<file path="src/rtl/bridge_pkg.sv">
// Shared types for the bridge command controller: opcodes, FSM states,
// bridge patterns and the pattern-to-gate decode.
package bridge_pkg;

  localparam logic [2:0] OP_PAUSE     = 3'd0;
  localparam logic [2:0] OP_PLUS      = 3'd1;
  localparam logic [2:0] OP_MINUS     = 3'd2;
  localparam logic [2:0] OP_BAL_P     = 3'd3;
  localparam logic [2:0] OP_BAL_N     = 3'd4;
  localparam logic [2:0] OP_START     = 3'd5;
  localparam logic [2:0] OP_SHUTDOWN  = 3'd6;
  localparam logic [2:0] OP_DISCHARGE = 3'd7;

  typedef enum logic [2:0] {
    RX_IDLE, RX_ARG, RX_DIS1, RX_DIS2, RX_DIS3, RX_ERR
  } rx_state_t;

  typedef enum logic [1:0] {
    SS_IDLE, SS_WAIT_ST, SS_WAIT_CH
  } start_state_t;

  typedef enum logic [2:0] {
    PAT_OFF, PAT_PLUS, PAT_MINUS, PAT_BAL_P, PAT_BAL_N
  } bridge_pat_t;

  // flags[0..3] = plus, minus, pause_p, pause_n
  typedef struct packed {
    logic [3:0] top;
    logic [3:0] bot;
    logic [3:0] flags;
  } legs_t;

  function automatic legs_t pat_to_legs(input bridge_pat_t p);
    legs_t l;
    l = '0;
    case (p)
      PAT_PLUS:  begin l.top = 4'b0001; l.bot = 4'b0010; l.flags = 4'b0001; end
      PAT_MINUS: begin l.top = 4'b0010; l.bot = 4'b0001; l.flags = 4'b0010; end
      PAT_BAL_P: begin l.top = 4'b0100; l.bot = 4'b1000; l.flags = 4'b0100; end
      PAT_BAL_N: begin l.top = 4'b1000; l.bot = 4'b0100; l.flags = 4'b1000; end
      default:   l = '0;
    endcase
    return l;
  endfunction

  function automatic bridge_pat_t op_to_pat(input logic [2:0] op);
    bridge_pat_t p;
    case (op)
      OP_PLUS:  p = PAT_PLUS;
      OP_MINUS: p = PAT_MINUS;
      OP_BAL_P: p = PAT_BAL_P;
      OP_BAL_N: p = PAT_BAL_N;
      default:  p = PAT_OFF;
    endcase
    return p;
  endfunction

endpackage

</file>
<file path="src/rtl/bridge_deadtime.sv">
// Applies requested bridge patterns, inserting an all-off gap between two
// different non-zero patterns; gate outputs are registered.
module bridge_deadtime
  import bridge_pkg::*;
#(
  parameter int DEADTIME_CYC = 50
) (
  input  logic        clk,
  input  logic        rstn,
  input  logic        i_load,
  input  logic        i_kill,
  input  logic [2:0]  i_req,
  output logic [11:0] o_legs
);

  localparam int CW = $clog2(DEADTIME_CYC + 1);
  localparam logic [CW-1:0] GAP = CW'(DEADTIME_CYC);

  bridge_pat_t   r_pat, r_pend, w_pat_n, w_pend_n, w_req;
  logic [CW-1:0] r_cnt, w_cnt_n;
  legs_t         r_legs;

  assign w_req  = bridge_pat_t'(i_req);
  assign o_legs = r_legs;

  always_comb begin
    w_pat_n  = r_pat;
    w_pend_n = r_pend;
    w_cnt_n  = r_cnt;
    if (i_kill) begin
      w_pat_n  = PAT_OFF;
      w_pend_n = PAT_OFF;
      w_cnt_n  = '0;
    end else if (r_cnt != '0) begin
      // gap running: applied is OFF; a new request only swaps the pending pattern
      if (i_load) w_pend_n = w_req;
      if (i_load && w_req == PAT_OFF) begin
        w_pend_n = PAT_OFF;
        w_cnt_n  = '0;
      end else if (r_cnt == CW'(1)) begin
        w_pat_n  = w_pend_n;
        w_pend_n = PAT_OFF;
        w_cnt_n  = '0;
      end else begin
        w_cnt_n = r_cnt - CW'(1);
      end
    end else if (i_load) begin
      if (w_req == PAT_OFF || r_pat == PAT_OFF || w_req == r_pat) begin
        w_pat_n = w_req;
      end else begin
        w_pat_n  = PAT_OFF;
        w_pend_n = w_req;
        w_cnt_n  = GAP;
      end
    end
  end

  always_ff @(posedge clk) begin
    if (!rstn) begin
      r_pat  <= PAT_OFF;
      r_pend <= PAT_OFF;
      r_cnt  <= '0;
      r_legs <= '0;
    end else begin
      r_pat  <= w_pat_n;
      r_pend <= w_pend_n;
      r_cnt  <= w_cnt_n;
      r_legs <= pat_to_legs(w_pat_n);
    end
  end

endmodule

</file>
<file path="src/rtl/bridge_cmd_ctrl.sv">
// Bridge command controller: strobed frame decoder, charge/start timing,
// error latch, and the dead-time pattern stage driving the H-bridge legs.
module bridge_cmd_ctrl
  import bridge_pkg::*;
#(
  parameter int FREQ         = 50000000,
  parameter int BUS_W        = 3,
  parameter int START_WAIT_S = 15,
  parameter int CH_HOLD_S    = 1,
  parameter int DEADTIME_CYC = 50,
  parameter int N_ERR        = 8
) (
  input  logic             clk,
  input  logic             rstn,
  input  logic             strb,
  input  logic [BUS_W-1:0] bus,
  input  logic [N_ERR-1:0] err,
  input  logic             stop_k,
  input  logic             err_clr,
  output logic [3:0]       o_top,
  output logic [3:0]       o_bot,
  output logic             o_plus,
  output logic             o_minus,
  output logic             o_pause_p,
  output logic             o_pause_n,
  output logic             o_st,
  output logic             o_ch,
  output logic             o_fan,
  output logic             o_break,
  output logic             o_stop,
  output logic             idle,
  output logic             err_active
);

  localparam longint unsigned ST_CYC = longint'(FREQ) * longint'(START_WAIT_S);
  localparam longint unsigned CH_CYC = longint'(FREQ) * longint'(CH_HOLD_S);
  localparam int TW = $clog2(ST_CYC + 1);
  localparam logic [TW-1:0] ST_LOAD = ST_CYC[TW-1:0];
  localparam logic [TW-1:0] CH_LOAD = CH_CYC[TW-1:0];

  typedef struct packed {
    rx_state_t    rx;
    start_state_t ss;
    logic [2:0]   op;
    logic [TW-1:0] timer;
    logic         st;
    logic         ch;
    logic         fan;
    logic         brk;
    logic         stop;
    logic         strb_q;
  } ctl_t;

  ctl_t        r, n;
  logic        w_fall, w_hi, w_fault, w_load, w_kill;
  logic [2:0]  w_op;
  bridge_pat_t w_req;
  logic [11:0] w_legs;

  assign w_op    = bus[2:0];
  assign w_fall  = r.strb_q & ~strb;
  assign w_fault = (|err) | stop_k;

  generate
    if (BUS_W > 3) begin : g_hi
      assign w_hi = |bus[BUS_W-1:3];
    end else begin : g_nohi
      assign w_hi = 1'b0;
    end
  endgenerate

  always_comb begin
    n        = r;
    w_load   = 1'b0;
    w_kill   = 1'b0;
    w_req    = PAT_OFF;
    n.strb_q = strb;

    // outputs change on the same edge the timer reaches zero
    case (r.ss)
      SS_WAIT_ST: begin
        if (r.timer <= TW'(1)) begin
          n.st    = 1'b1;
          n.timer = CH_LOAD;
          n.ss    = SS_WAIT_CH;
        end else begin
          n.timer = r.timer - TW'(1);
        end
      end
      SS_WAIT_CH: begin
        if (r.timer <= TW'(1)) begin
          n.ch    = 1'b0;
          n.timer = '0;
          n.ss    = SS_IDLE;
        end else begin
          n.timer = r.timer - TW'(1);
        end
      end
      default: n.timer = (r.timer != '0) ? r.timer - TW'(1) : '0;
    endcase

    if (w_fall && r.rx != RX_ERR) begin
      if (w_hi) begin
        n.rx = RX_IDLE;
      end else begin
        case (r.rx)
          RX_IDLE: begin
            if (w_op == OP_SHUTDOWN) begin
              n.rx    = RX_ARG;
              n.op    = w_op;
              n.ss    = SS_IDLE;
              n.timer = '0;
              n.st    = r.st;
              n.ch    = r.ch;
            end else if (r.ss == SS_IDLE) begin
              n.op = w_op;
              n.rx = (w_op == OP_DISCHARGE) ? RX_DIS1 : RX_ARG;
            end
          end
          RX_ARG: begin
            n.rx = RX_IDLE;
            if (w_op == 3'd0) begin
              case (r.op)
                OP_PAUSE: w_load = 1'b1;
                OP_PLUS, OP_MINUS, OP_BAL_P, OP_BAL_N: begin
                  if (r.st && !r.ch) begin
                    w_load = 1'b1;
                    w_req  = op_to_pat(r.op);
                  end
                end
                OP_START: begin
                  w_load  = 1'b1;
                  n.fan   = 1'b1;
                  n.st    = 1'b0;
                  n.ch    = 1'b1;
                  n.timer = ST_LOAD;
                  n.ss    = SS_WAIT_ST;
                end
                OP_SHUTDOWN: begin
                  w_load  = 1'b1;
                  n.fan   = 1'b0;
                  n.st    = 1'b0;
                  n.ch    = 1'b0;
                  n.timer = '0;
                  n.ss    = SS_IDLE;
                end
                default: ;
              endcase
            end
          end
          RX_DIS1: n.rx = (w_op == 3'd0) ? RX_DIS2 : RX_IDLE;
          RX_DIS2: n.rx = (w_op == OP_DISCHARGE) ? RX_DIS3 : RX_IDLE;
          RX_DIS3: begin
            n.rx = RX_IDLE;
            if (w_op == 3'd1 && !r.st && !r.ch) begin
              w_load = 1'b1;
              w_req  = PAT_PLUS;
            end
          end
          default: n.rx = RX_IDLE;
        endcase
      end
    end

    // a fault overrides whatever the decoder did this cycle
    if (w_fault) begin
      n.rx    = RX_ERR;
      n.ss    = SS_IDLE;
      n.timer = '0;
      n.st    = 1'b0;
      n.ch    = 1'b0;
      n.fan   = 1'b1;
      n.brk   = 1'b1;
      if (stop_k) n.stop = 1'b1;
      w_kill  = 1'b1;
      w_load  = 1'b0;
    end else if (r.rx == RX_ERR && err_clr) begin
      n.rx   = RX_IDLE;
      n.brk  = 1'b0;
      n.stop = 1'b0;
    end
  end

  always_ff @(posedge clk) begin
    if (!rstn) r <= '0;
    else       r <= n;
  end

  bridge_deadtime #(.DEADTIME_CYC(DEADTIME_CYC)) u_dt (
    .clk    (clk),
    .rstn   (rstn),
    .i_load (w_load),
    .i_kill (w_kill),
    .i_req  (w_req),
    .o_legs (w_legs)
  );

  assign o_top      = w_legs[11:8];
  assign o_bot      = w_legs[7:4];
  assign o_plus     = w_legs[0];
  assign o_minus    = w_legs[1];
  assign o_pause_p  = w_legs[2];
  assign o_pause_n  = w_legs[3];
  assign o_st       = r.st;
  assign o_ch       = r.ch;
  assign o_fan      = r.fan;
  assign o_break    = r.brk;
  assign o_stop     = r.stop;
  assign idle       = (r.rx == RX_IDLE);
  assign err_active = (r.rx == RX_ERR);

endmodule

</file>
<file path="config.mk">
export PLATFORM = sky130hd
export DESIGN_NAME = bridge_cmd_ctrl
export DESIGN_NICKNAME = d
export VERILOG_FILES = /design/src/rtl/bridge_pkg.sv /design/src/rtl/bridge_deadtime.sv /design/src/rtl/bridge_cmd_ctrl.sv
export SDC_FILE = /design/constraint.sdc
export NUM_CORES = 1
export LEC_CHECK = 0
export CAP_MARGIN = 15
export CORE_MARGIN = 3
export CORE_UTILIZATION = 59
export CTS_BUF_LIST = sky130_fd_sc_hd__clkbuf_2 sky130_fd_sc_hd__clkbuf_4 sky130_fd_sc_hd__clkbuf_8
export DETAILED_ROUTE_END_ITERATION = 10
export GPL_ROUTABILITY_DRIVEN = 0
export PLACE_DENSITY = 0.83
export RECOVER_POWER = 25
export SETUP_SLACK_MARGIN = 0.1
export SYNTH_ARGS = -nofsm -noshare
export SYNTH_HDL_FRONTEND = slang
export SYNTH_SLANG_ARGS = --single-unit
</file>
<file path="constraint.sdc">
create_clock -name clk -period 4 [get_ports clk]
set_clock_uncertainty 0.2 [all_clocks]
set_input_delay 1 -clock clk [delete_from_list [all_inputs] [get_ports clk]]
set_output_delay 1 -clock clk [all_outputs]
set_load 0.01 [all_outputs]
</file>
==> flow_summary.ini <==
[status]
status = completed

[clock_network]
cts_buffers = 9
h-tree-depth = 3
root_buffer = clkbuf_8
clockBufferDepth = 2
cts_tree = built
cts_resized = 0
cts_setup_buffers = 0
cts_hold_buf = 0
clock_latency_ns = 0.35
clk_pin_slew_ns = 0.07
clkSinkCount = 60

[floorplanning]
dieArea_um2 = 6610
die-height_um = 81.3
rows = 26
die_w_um = 81.3
placeableCoreArea_um2 = 5300
start_util = 0.631
num_io_pins = 35

[logic_synthesis]
synth-edff-count = 0
ys_warn_count = 0
ys_types = 60
synth_area_per_cell_um2 = 8.05
syn-cell-area_um2 = 3350
yosysTopAreaCell = dfxtp_1
async_flop_share = 0
yosys.area.top_type_share = 0.359
syn_inst = 416
synth_common_cells = dfxtp_1, nor2_1, nand2_1
synth_fp_nets = 439
ys_seq_elements = 60
yosysMostFrequentCell = dfxtp_1
ys.flop_type = dfxtp_1
seq_area_frac_synth = 0.359
ys_top_cells_by_area = dfxtp_1, nor2_1, xnor2_1, a21oi_1, nand2_1

[run]
drv_cap = 0

[timing]
timing.hold.ws_ns = 0.287
worst_slew_pin_slew_ns = 0.931
fmax_mhz = 270
rsz0062_at_grt = no
setup_viol = 0
drv_slew = 0
period_needed_ns = 3.71
setup_tns_ns = 0
max_slew_margin = 0.375
period_share = 0.927
hold_viol_final = 0

[routing]
vias = 3250
avgViaCountPerCell = 6.04
dr_wl_met2_um = 3790
drc = 0
postRouteWirelength_um = 8130
drt-met1-wl_um = 3570
wl_met3_um = 571
final_antenna_net_count = 0
drt_iter0_drc = 201
dr.pass1.iters = 5
top_layer_used = met4
routedWlPerCell_um = 15.1

[global_routing]
grt_pass1_wl_um = 13700
grt_pass1_vias = 3017
antenna_found_initial = 0
grt_max_degree = 12
grt-ovfl-total = 0
grt_usage = 0.267

[power_and_ir_drop]
p_per_area_nw_per_um2 = 307
irDropWorstVdd_v = 0.000249
p_leak_nw = 1.68
power_mw = 1.24

[finish]
antenna_cells = 0
fillers = 386
multiInputGateArea_um2 = 2010
post-route-util = 0.759
seq_area_um2 = 1200
num-nets-final = 486
drive_gt1_frac = 0.111
area_delta_synth_final_pct = 20.3

[min_path]
hp-class = reg -> reg

[place]
dpl.hpwl_um = 5900
io_buffers = 34

[setup_path]
worstPathMaxFanout = 5
end_kind = flip-flop
critPathRequiredTime_ns = 4.05
cp-start-kind = input port
critPathKind = in -> reg
cp_data_arrival_time_ns = 3.75
cells by family (layout without fill, tap and decap cells):
| group | Yosys count | after routing | synth area share |
|---|---|---|---|
| muxes | 4 | 4 | 0.0120 |
| AOI/OAI and AO/OA | 98 | 98 | 0.182 |
| DFF | 60 | 60 | 0.359 |
| and+or+nand+nor | 188 | 188 | 0.303 |
| adders and majority gates | 7 | 7 | 0.0262 |
| xor gates and xnor gates | 28 | 28 | 0.0733 |
| buffers and inverters | 31 | 83 | 0.0452 |
layout by cell type (no fill, tap or decap), types with 3 or more instances in the layout:
| master | n |
|---|---|
| o21ai_0 | 17 |
| buf_4 | 16 |
| or4_1 | 5 |
| and3_1 | 4 |
| or3_1 | 3 |
| or2_2 | 4 |
| nand4_1 | 3 |
| ha_1 | 7 |
| nor4b_1 | 3 |
| xnor2_1 | 20 |
| clkbuf_8 | 11 |
| nor2_1 | 56 |
| nand2_1 | 32 |
| and2_1 | 5 |
| inv_1 | 14 |
| nand3_1 | 7 |
| a31oi_1 | 5 |
| nor3_1 | 18 |
| a21oi_1 | 28 |
| nand2b_1 | 9 |
| dlygate4sd3_1 | 17 |
| xor2_1 | 8 |
| clkdlybuf4s50_1 | 17 |
| o22ai_1 | 3 |
| nand3b_1 | 3 |
| o21ai_1 | 16 |
| nor2b_1 | 5 |
| nor4_1 | 10 |
| mux2i_1 | 4 |
| o211ai_1 | 3 |
| nor3b_1 | 6 |
| dfxtp_1 | 60 |
flip-flops by register name, summed over array words and instances (netlist names):
| register | cells |
|---|---|
| r | 39 |
| u_dt.r_cnt | 6 |
| u_dt.o_legs | 4 |
| u_dt.r_pat | 3 |
| u_dt.r_pend | 3 |
| o_break | 1 |
| o_ch | 1 |
| o_fan | 1 |
| o_st | 1 |
| o_stop | 1 |
stage by stage:
stage	instances	setup slack, ns	cell area, um2
after detailed placement	522	0.0115	3810
after global placement	522	0.0610	3810
after CTS	538	0.297	4020
final	538	0.292	4030
after global routing	538	0.138	4030
after floorplan	416	0.521	3350
layout make-up:
class | count | share of cell area
Inverter | 15 | 0.0140
Tap cell | 70 | 0.0218
Timing Repair Buffer | 52 | 0.116
Multi-Input combinational cell | 325 | 0.498
Sequential cell | 60 | 0.298
Clock inverter | 4 | 0.0118
Clock buffer | 12 | 0.0395
critical path, stage by stage:
cell and delay (ns):
clkdlybuf4s50_1 0.40, or4_4 0.54, or4b_4 0.55, nor2_4 0.18
a21boi_1 0.35, o211ai_1 0.15, o211ai_1 0.14, a21oi_1 0.17
nor4_1 0.28
power breakdown:
part / leakage [nW] / switching, mW / total [mW] / internal [mW]
Combinational: 1.09 / 0.0267 / 0.0575 / 0.0309
Clock: 0.106 / 0.246 / 0.572 / 0.326
Sequential: 0.485 / 0.00427 / 0.605 / 0.601
worst paths after layout:
| kind | slack [ns] | cells past startpoint | endpoint | from |
|---|---|---|---|---|
| worst max-delay path | 0.29 | 9 | u_dt.o_legs[1]$_SDFF_PN0_ | err[2] |
| worst min-delay path | 0.29 | 2 | u_dt.r_pend[0]$_SDFFE_PP0P_ | u_dt.r_pend[0]$_SDFFE_PP0P_ |
| worst max register to register | 0.73 | 8 | r[8]$_SDFF_PP0_ | r[28]$_SDFF_PP0_ |
| worst min register to register | 0.29 | 2 | u_dt.r_pend[0]$_SDFFE_PP0P_ | u_dt.r_pend[0]$_SDFFE_PP0P_ |
layer usage:
| layer | vias up | track usage |
|---|---|---|
| li1 | 1586 | - |
| met1 | 1494 | 0.337 |
| met2 | 144 | 0.426 |
| met3 | 26 | 0.0710 |
| met4 | 0 | 0.122 |
| met5 | - | 0 |
Power figures use the tool's default switching activity.
